[config.mk]
export PLATFORM = sky130hd
export DESIGN_NAME = fifo_rd_stream_adapter_flat
export DESIGN_NICKNAME = d
export VERILOG_FILES = /design/src/rtl/fifo_rd_stream_adapter_if.sv /design/src/rtl/fifo_rd_stream_adapter.sv /design/src/flat_wrapper.sv
export SDC_FILE = /design/constraint.sdc
export NUM_CORES = 1
export LEC_CHECK = 0
export ABC_AREA = 1
export CELL_PAD_IN_SITES_DETAIL_PLACEMENT = 1
export CELL_PAD_IN_SITES_GLOBAL_PLACEMENT = 1
export CORE_ASPECT_RATIO = 1.4
export CORE_MARGIN = 8
export CORE_UTILIZATION = 34
export CTS_CLUSTER_DIAMETER = 100
export DETAILED_ROUTE_END_ITERATION = 8
export PLACE_DENSITY = 0.75
export SYNTH_ARGS = -nofsm -noshare
export SYNTH_HDL_FRONTEND = slang
export SYNTH_SLANG_ARGS = --single-unit
[constraint.sdc]
create_clock -name rd_clk -period 2.4 [get_ports rd_clk]
set_input_delay 0.48 -clock rd_clk [delete_from_list [all_inputs] [get_ports rd_clk]]
set_output_delay 0.48 -clock rd_clk [all_outputs]
set_load 0.1 [all_outputs]
[src/rtl/fifo_rd_stream_adapter_if.sv]
// Handshake bundle between the FIFO read port, the adapter and the downstream stream.
// The slave modport is the adapter's view; master is the environment driving it.
interface fifo_rd_stream_adapter_if #(
    parameter int unsigned DAT_WIDTH = 17,
    parameter int unsigned CNT_WIDTH = 16
);
    logic                 fifo_empty;
    logic [DAT_WIDTH-1:0] fifo_rd_data;
    logic                 fifo_rd_op;
    logic                 flush;
    logic                 out_valid;
    logic                 out_ready;
    logic [DAT_WIDTH-1:0] out_data;
    logic [CNT_WIDTH-1:0] word_cnt;
    logic                 underrun_err;

    modport slave (
        input  fifo_empty, fifo_rd_data, flush, out_ready,
        output fifo_rd_op, out_valid, out_data, word_cnt, underrun_err
    );

    modport master (
        output fifo_empty, fifo_rd_data, flush, out_ready,
        input  fifo_rd_op, out_valid, out_data, word_cnt, underrun_err
    );
endinterface

[src/rtl/fifo_rd_stream_adapter.sv]
// Turns a FIFO read port with one-cycle RAM latency into a valid/ready stream
// using a 2-entry skid buffer and a single in-flight pop tracker.
module fifo_rd_stream_adapter #(
    parameter int unsigned DAT_WIDTH = 17,
    parameter int unsigned CNT_WIDTH = 16
) (
    input  logic                      rd_clk,
    input  logic                      rd_reset,
    fifo_rd_stream_adapter_if.slave   bus
);
    logic [1:0]           occ;
    logic                 inflight;
    logic [DAT_WIDTH-1:0] head_q;
    logic [DAT_WIDTH-1:0] tail_q;
    logic [CNT_WIDTH-1:0] cnt_q;
    logic                 err_q;

    logic                 pop_raw;
    logic                 pop;
    logic                 capture;
    logic [2:0]           pending;
    logic                 rd_op;

    // A pop is only issued when the word it returns is guaranteed a buffer slot.
    always_comb begin
        pop_raw = (occ != 2'd0) && bus.out_ready;
        pop     = pop_raw && !bus.flush;
        capture = inflight && !bus.flush;
        pending = {1'b0, occ} + {2'b00, inflight} - {2'b00, pop_raw};
        rd_op   = !rd_reset && !bus.fifo_empty && !bus.flush && (pending < 3'd2);
    end

    always_ff @(posedge rd_clk or posedge rd_reset) begin
        if (rd_reset) begin
            occ      <= '0;
            inflight <= 1'b0;
            head_q   <= '0;
            tail_q   <= '0;
            cnt_q    <= '0;
            err_q    <= 1'b0;
        end else begin
            inflight <= rd_op;
            err_q    <= err_q | (rd_op & bus.fifo_empty);
            if (pop) begin
                cnt_q <= cnt_q + 1'b1;
            end
            if (bus.flush) begin
                occ <= '0;
            end else begin
                case ({capture, pop})
                    2'b10: begin
                        if (occ == 2'd0) begin
                            head_q <= bus.fifo_rd_data;
                        end else begin
                            tail_q <= bus.fifo_rd_data;
                        end
                        occ <= occ + 2'd1;
                    end
                    2'b01: begin
                        head_q <= tail_q;
                        occ    <= occ - 2'd1;
                    end
                    // Simultaneous capture and pop: occupancy holds, head advances.
                    2'b11: begin
                        if (occ == 2'd1) begin
                            head_q <= bus.fifo_rd_data;
                        end else begin
                            head_q <= tail_q;
                            tail_q <= bus.fifo_rd_data;
                        end
                    end
                    default: ;
                endcase
            end
        end
    end

    assign bus.fifo_rd_op   = rd_op;
    assign bus.out_valid    = (occ != 2'd0);
    assign bus.out_data     = head_q;
    assign bus.word_cnt     = cnt_q;
    assign bus.underrun_err = err_q;
endmodule

[src/flat_wrapper.sv]
// flat-port wrapper written by rule: the top's interface ports become plain ports
module fifo_rd_stream_adapter_flat 
#(
    parameter int unsigned DAT_WIDTH = 17,
    parameter int unsigned CNT_WIDTH = 16
)
  (rd_clk, rd_reset, bus_fifo_empty, bus_fifo_rd_data, bus_flush, bus_out_ready, bus_fifo_rd_op, bus_out_valid, bus_out_data, bus_word_cnt, bus_underrun_err);
  fifo_rd_stream_adapter_if #(.DAT_WIDTH(DAT_WIDTH), .CNT_WIDTH(CNT_WIDTH)) bus_i ();
  input  logic rd_clk;
  input  logic rd_reset;
  input wire logic [$bits(bus_i.fifo_empty)-1:0] bus_fifo_empty;
  input wire logic [$bits(bus_i.fifo_rd_data)-1:0] bus_fifo_rd_data;
  input wire logic [$bits(bus_i.flush)-1:0] bus_flush;
  input wire logic [$bits(bus_i.out_ready)-1:0] bus_out_ready;
  output wire logic [$bits(bus_i.fifo_rd_op)-1:0] bus_fifo_rd_op;
  output wire logic [$bits(bus_i.out_valid)-1:0] bus_out_valid;
  output wire logic [$bits(bus_i.out_data)-1:0] bus_out_data;
  output wire logic [$bits(bus_i.word_cnt)-1:0] bus_word_cnt;
  output wire logic [$bits(bus_i.underrun_err)-1:0] bus_underrun_err;
  assign bus_i.fifo_empty = bus_fifo_empty;
  assign bus_i.fifo_rd_data = bus_fifo_rd_data;
  assign bus_i.flush = bus_flush;
  assign bus_i.out_ready = bus_out_ready;
  assign bus_fifo_rd_op = bus_i.fifo_rd_op;
  assign bus_out_valid = bus_i.out_valid;
  assign bus_out_data = bus_i.out_data;
  assign bus_word_cnt = bus_i.word_cnt;
  assign bus_underrun_err = bus_i.underrun_err;
  fifo_rd_stream_adapter #(.DAT_WIDTH(DAT_WIDTH), .CNT_WIDTH(CNT_WIDTH)) u_core (.rd_clk(rd_clk), .rd_reset(rd_reset), .bus(bus_i));
endmodule
==> results of run 1 <==
what timing repair did:
item / in CTS / in global routing
setup buffers: 3 / 3
resized for setup: 1 / 1
endpoints found under the setup margin: 1 / 2
pin swaps: 3 / 0
cell families (layout without fill, tap and decap cells):
logic type,after synthesis,in the layout,share of synthesized area [%]
xor+xnor,12,12,4.05
simple gates,134,134,22.7
fa+ha+maj,5,5,2.70
compound gates,39,39,9.54
buf+inv,53,128,9.01
flops,54,54,52.0
registers in the layout, summed over array words and instances, names as in the netlist:
signal / count
u_core.bus.out_data: 17
u_core.bus.underrun_err: 1
u_core.bus.word_cnt: 16
u_core.inflight: 1
u_core.occ: 2
u_core.tail_q: 17
metal layers:
layer	wire, um	share of wire, %	GRT usage [%]	vias to the layer above
met1	2880	44	14.5	1059
li1	-	-	-	1081
met3	225	3.5	2.95	4
met4	53	0.81	2.82	0
met2	3360	52	22.9	41
met5	0	0	0	-
area by class of cell:
cell class | count | area (um^2)
Timing Repair Buffer | 79 | 669
Tap cell | 97 | 121
Sequential cell | 54 | 1350
Fill cell | 878 | 3860
Multi-Input combinational cell | 190 | 1060
Inverter | 41 | 171
Clock buffer | 5 | 68.8
Clock inverter | 3 | 48.8
critical path, delay by kind of cell, from the launching register on:
kind                     cells  cell delay (ns)
adder cells (fa/ha/maj)      3             0.88
AND/OR/NAND/NOR              4             0.70
flip-flops                   1             0.40
buffers and inverters        4             0.38
final timing paths:
check	start	to	slack, ns	cells after the start
setup / recovery	u_core.occ[0]	bus_fifo_rd_op	-0.74	11
hold / removal	u_core.bus.underrun_err	u_core.bus.underrun_err	0.39	0
setup reg to reg	u_core.occ[0]	u_core.inflight	0.05	11
hold reg to reg	u_core.bus.underrun_err	u_core.bus.underrun_err	0.39	0
max in group asynchronous	rd_reset	u_core.occ[1]	1.52	3
min in group asynchronous	rd_reset	u_core.bus.word_cnt[6]	0.61	3
Yosys cell counts (all sizes together):
library cell	number	area, um^2
a31oi	12	75.1
buf	10	72.6
clkbuf	2	7.51
dfrtp	54	1350
fa	1	20.0
ha	4	50.1
inv	41	154
nand2	85	334
nand3	19	100
nand4	4	25.0
nor2	23	111
nor3	1	5.00
nor4	1	6.26
o211ai	5	62.6
o21ai	22	110
or2	1	6.26
xnor2	5	43.8
xor2	7	61.3
stage by stage:
| step | instances | setup TNS (ns) |
|---|---|---|
| after floorplan | 297 | -1.95 |
| after global placement | 455 | -1.03 |
| after detailed placement | 455 | -1.08 |
| after CTS | 466 | -0.755 |
| after global routing | 469 | -0.879 |
| final | 469 | -0.735 |
power groups by stage:
stage / logic (W) / clock network (W) / registers [W]
after CTS: 0.00252 / 0.000672 / 0.00142
after global placement: 0.00245 / 0 / 0.00143
after global routing: 0.00265 / 0.000701 / 0.00146
final: 0.00251 / 0.000648 / 0.00142
after detailed placement: 0.00249 / 0 / 0.00144
after floorplan: 0.000672 / 0 / 0.00265
==> impl_results.md, run 1 <==
* PD cells at 1310 nW/um^2
* CP required at 1.92 ns
* DIE AREA at 10,700 um^2
* Internal at 0.00218 W
* Netlist cell types at 27
* Via/cell ratio at 4.66
* Critical Path AT at 2.66 ns
* Max Cap Violations at 0
* Drt first pass iters at 4
* Critical path fanouts, max at 2
* Via Count at 2,185
* Io pins at 58
* Final Cell Area at 3500 um^2
* Fin crit share at 131%
* Clk Latency, worst-skew pair at 0.32 ns
* Number of routed nets with antenna violations at 0
* CTS sink cnt at 54
* Psw at 0.00240 W
* H-Tree Level Count at 2
* Setup WS pre-CTS at -0.829 ns
* Worst path max stage delay at 0.50 ns
* Post-Syn Area per Cell at 8.74 um^2
* Worst-case clock buffer depth at 2
* RSZ-0062 raised after global routing: true
* CP most frequent cell: ha_4
* Slew Viols, Final at 0
* Net Sw Frac at 52.4%
* Num CTS Buffers at 5
* Total GRT Usage at 12.6%
* Comb power frac at 54.8%
* Max Fclk at 319 MHz
* Chip width at 89.9 um
* WS Path Type: register to output port
* First-pass GRT wire length at 11,400 um
* CTS tree: done
* # setup viols final at 1
* Remaining global-route overflow at 0
* Reg power frac at 31.1%
* P&R area growth vs syn at 34.7%
* Worst Setup Start Kind: register
* Chip height at 119 um
* Hold Fails Final Rpt at 0
* Slowest CP cell: fa_1
* HP Class: register to register
* Seq/Total Area, Yosys at 52.0%
* Mapped Cells at 297
* Worst-case vdd ir drop at 0.000754 V
* CP cell instances: inv_2 > ha_4 > inv_12 > nand2_8 > inv_6 > ha_4 > or2_4 > fa_1 > nand2_2 > nor4_4 > buf_12
* Max_slew headroom at 79.4%
* N_diodes at 0
* Commonest non-fill, non-tap cells in the layout: 80 x nand2_1, 56 x buf_4, 54 x dfrtp_1
* Final HPWL DP at 4860 um
* Post-Syn Nets at 324
* Power Total at 0.00458 W
* Clk root buf: clkbuf_8
* Post-synth design cell area at 2600 um^2
* Worst hold margin at 0.393 ns
* Core ar. at 7360 um^2
* #FFs+latches synth at 54
* Leak Pwr at 1.75 nW
* Final core occ at 47.5%
* Antenna violations before repair at 0
* Violated checks: negative setup slack
* FP Rows at 37
* Skew final at 0.0152 ns
* Most common cell after layout, fill and taps aside: nand2_1
* Fin crit period at 3.14 ns
* Initial DRC Count at 37
* Synth warnings at 0
* Vias in the first global route at 2,433
* Crit path capture type: output port
* Post-cts hold buffer count at 0
* Final #Nets at 398
* Largest net degree at the start of global routing at 55
* Layout cells sized above 1 at 24.5%
* Final worst slack at -0.735 ns
* Outcome: complete, but fails checks
* Placed Instance Area at 3330 um^2
* IO buf count at 57
* Final WL at 6520 um
* Clock-pin slew on the worst setup and hold paths at 0.12 ns
* Drt wl/cell at 13.9 um
* Residual DRC count at 0
* Tightest Pin Transition at 0.308 ns
* Starting density of the core at 35.3%
* Clock network power share at 14.2%
* RD Place Congestion at 0.783
(Power assumes the default switching activity.)
==> inputs of run 2 (changes only) <==
Settings changed: CORE_UTILIZATION 34 to 37, PLACE_DENSITY 0.75 to 0.78.
Clock period 2.4 ns to 3.2 ns, I/O delays scaled along.
==> impl_results.md, run 2 (same netlist as run 1, synthesis figures left out) <==
* Chip height at 115 um (-3.6%)
* P&R area growth vs syn at 29.5%
* WS Path Type: register to output port
* Remaining global-route overflow at 0 (unchanged)
* PD cells at 978 nW/um^2 (-25%)
* FF+latch area at 1350 um^2 (unchanged)
* Total GRT Usage at 14.3% (+1.7 points)
* Vias in the first global route at 2,430 (-0.12%)
* Crit. path cell count at 11 (unchanged)
* Fin crit period at 3.30 ns
* FP Rows at 36 (-2.7%)
* IO buf count at 57 (unchanged)
* CTS sink cnt at 54 (unchanged)
* Register-to-register setup slack at 0.95 ns (+0.90 ns)
* Critical Path AT at 2.66 ns (about the same)
* CP required at 2.56 ns (+0.64 ns)
* CTS tree: done
* RD Place Congestion at 0.777 (-0.84%)
* Max Cap Violations at 0 (unchanged)
* Max Fclk at 303 MHz
* Reg power frac at 32.6% (+1.5 points)
* Final Cell Area at 3360 um^2 (-3.8%)
* Clk Latency, worst-skew pair at 0.31 ns (about the same)
* Worst path max stage delay at 0.50 ns (about the same)
* Chip width at 86.8 um (-3.4%)
* Leak Pwr at 1.67 nW (-4.4%)
* Skew final at 0.00565 ns (-0.00952 ns)
* Final #Nets at 386 (-3.0%)
* Residual DRC count at 0 (unchanged)
* Cell family with most CP delay: adder cells
* Drt wl/cell at 14.5 um (+4.3%)
* FF-to-FF path depth at 10 (-1)
* Worst setup path endpoint: bus_fifo_rd_op
* N_diodes at 0 (unchanged)
* Clock network power share at 11.5% (-2.7 points)
* Multi-input combinational cell area at 1060 um^2 (unchanged)
* Fin crit share at 103%
* Violated checks: negative setup slack
* Initial DRC Count at 40 (+8.1%)
* # setup viols final at 1 (unchanged)
* Final worst slack at -0.104 ns (+0.631 ns)
* Fillcell total at 832 (-5.2%)
* DIE AREA at 9990 um^2 (-6.9%)
* R2R Path Start: u_core.occ[0]
* RSZ-0062 raised after global routing: true
* HP Class: register to register
* Core ar. at 6890 um^2 (-6.4%)
* Starting density of the core at 37.7% (+2.4 points)
* Psw at 0.00178 W (-26%)
* Net Sw Frac at 54.1% (+1.7 points)
* Placed Instance Area at 3250 um^2 (-2.6%)
* Power Total at 0.00329 W (-28%)
* Clock-pin slew on the worst setup and hold paths at 0.10 ns (-0.02 ns)
* Tightest Pin Transition at 0.630 ns (+0.322 ns)
* Worst Path Buf+Inv at 4 (unchanged)
* Comb power frac at 55.9% (+1.1 points)
* Drt first pass iters at 4 (unchanged)
* Final HPWL DP at 4960 um (+2.0%)
* Via/cell ratio at 4.78 (+2.5%)
* Num CTS Buffers at 5 (unchanged)
* Via Count at 2,169 (-0.73%)
* Antenna violations before repair at 0 (unchanged)
* Number of routed nets with antenna violations at 0 (unchanged)
* Layout cells sized above 1 at 21.4% (-3.0 points)
* Crit path capture type: output port
* Worst Setup Start Kind: register
* Commonest non-fill, non-tap cells in the layout: 80 x nand2_1, 54 x dfrtp_1, 44 x buf_4
* Setup WS pre-CTS at -0.356 ns (+0.473 ns)
* First-pass GRT wire length at 11,500 um (+1.2%)
* Internal at 0.00151 W (-31%)
* Max_slew headroom at 57.9% (-21 points)
* Io pins at 58 (unchanged)
* Reg-to-reg endpoint: u_core.inflight
* Post-cts hold buffer count at 0 (unchanged)
* CP most frequent cell: ha_4
* Largest net degree at the start of global routing at 35 (-36%)
* Worst-case vdd ir drop at 0.000558 V (-26%)
* Slew Viols, Final at 0 (unchanged)
* Critical path fanouts, max at 2 (unchanged)
* Hold Fails Final Rpt at 0 (unchanged)
* Final WL at 6580 um (+0.94%)
* Most common cell after layout, fill and taps aside: nand2_1
* Slowest CP cell: fa_1
* Worst hold margin at 0.394 ns (+0.000964 ns)
* Worst Setup SP: u_core.occ[0]
* Worst-case clock buffer depth at 2 (unchanged)
* Outcome: complete, but fails checks
* H-Tree Level Count at 2 (unchanged)
* CP cell instances: inv_2 > ha_4 > inv_12 > nand2_8 > inv_4 > ha_4 > or2_4 > fa_1 > nand2_2 > nor4_4 > buf_12
* Clk root buf: clkbuf_8
[run 2: cell count changes in the layout (fill, tap and decap cells not counted), sizes merged]
cell and change:
clkbuf +1, bufinv -1, buf -12, inv -1
[run 2: routing by layer]
layer	share of wire (%)	track usage, %
met1	43	16.2
met2	52	25.8
met3	3.9	3.00
met4	1.3	4.73
met5	0	0
[run 2: power by group through the flow]
stage	combinational (W)	clock (W)	sequential [W]
detailed placement	0.00182	0	0.00109
global placement	0.00179	0	0.00108
CTS	0.00186	0.000398	0.00108
finish	0.00184	0.000379	0.00107
global route	0.00196	0.000413	0.00110
floorplan	0.000504	0	0.00199
[run 2: layout make-up]
class,count,share of cell area [%]
Clock buffer,6,2.16
Clock inverter,1,0.223
Inverter,41,5.02
Multi-Input combinational cell,190,31.7
Sequential cell,54,40.2
Tap cell,95,3.53
Timing Repair Buffer,67,17.2
[run 2: how the worst min path moves through the flow]
stage	from	to	slack, ns	depth (start not counted)
after floorplan	u_core.tail_q[10]	u_core.tail_q[10]	0.45	2
after CTS	u_core.bus.underrun_err	u_core.bus.underrun_err	0.40	0
after global routing	u_core.bus.underrun_err	u_core.bus.underrun_err	0.40	0
after detailed placement	u_core.bus.underrun_err	u_core.bus.underrun_err	0.38	0
final	u_core.bus.underrun_err	u_core.bus.underrun_err	0.39	0
after global placement	u_core.bus.underrun_err	u_core.bus.underrun_err	0.37	0
[run 2: per-stage QoR]
stage,TNS (ns),utilization [%],cells
after floorplan,-0.511,-,297
after global placement,-0.322,47.1,442
after detailed placement,-0.356,47.1,442
after CTS,-0.109,48.8,454
after global routing,-0.182,48.8,454
final,-0.104,48.8,454
[run 2: repair_timing]
item,CTS,global route
pin swaps,3,0
setup buffers,5,0
setup endpoints to repair,1,1
gates resized for setup,1,0
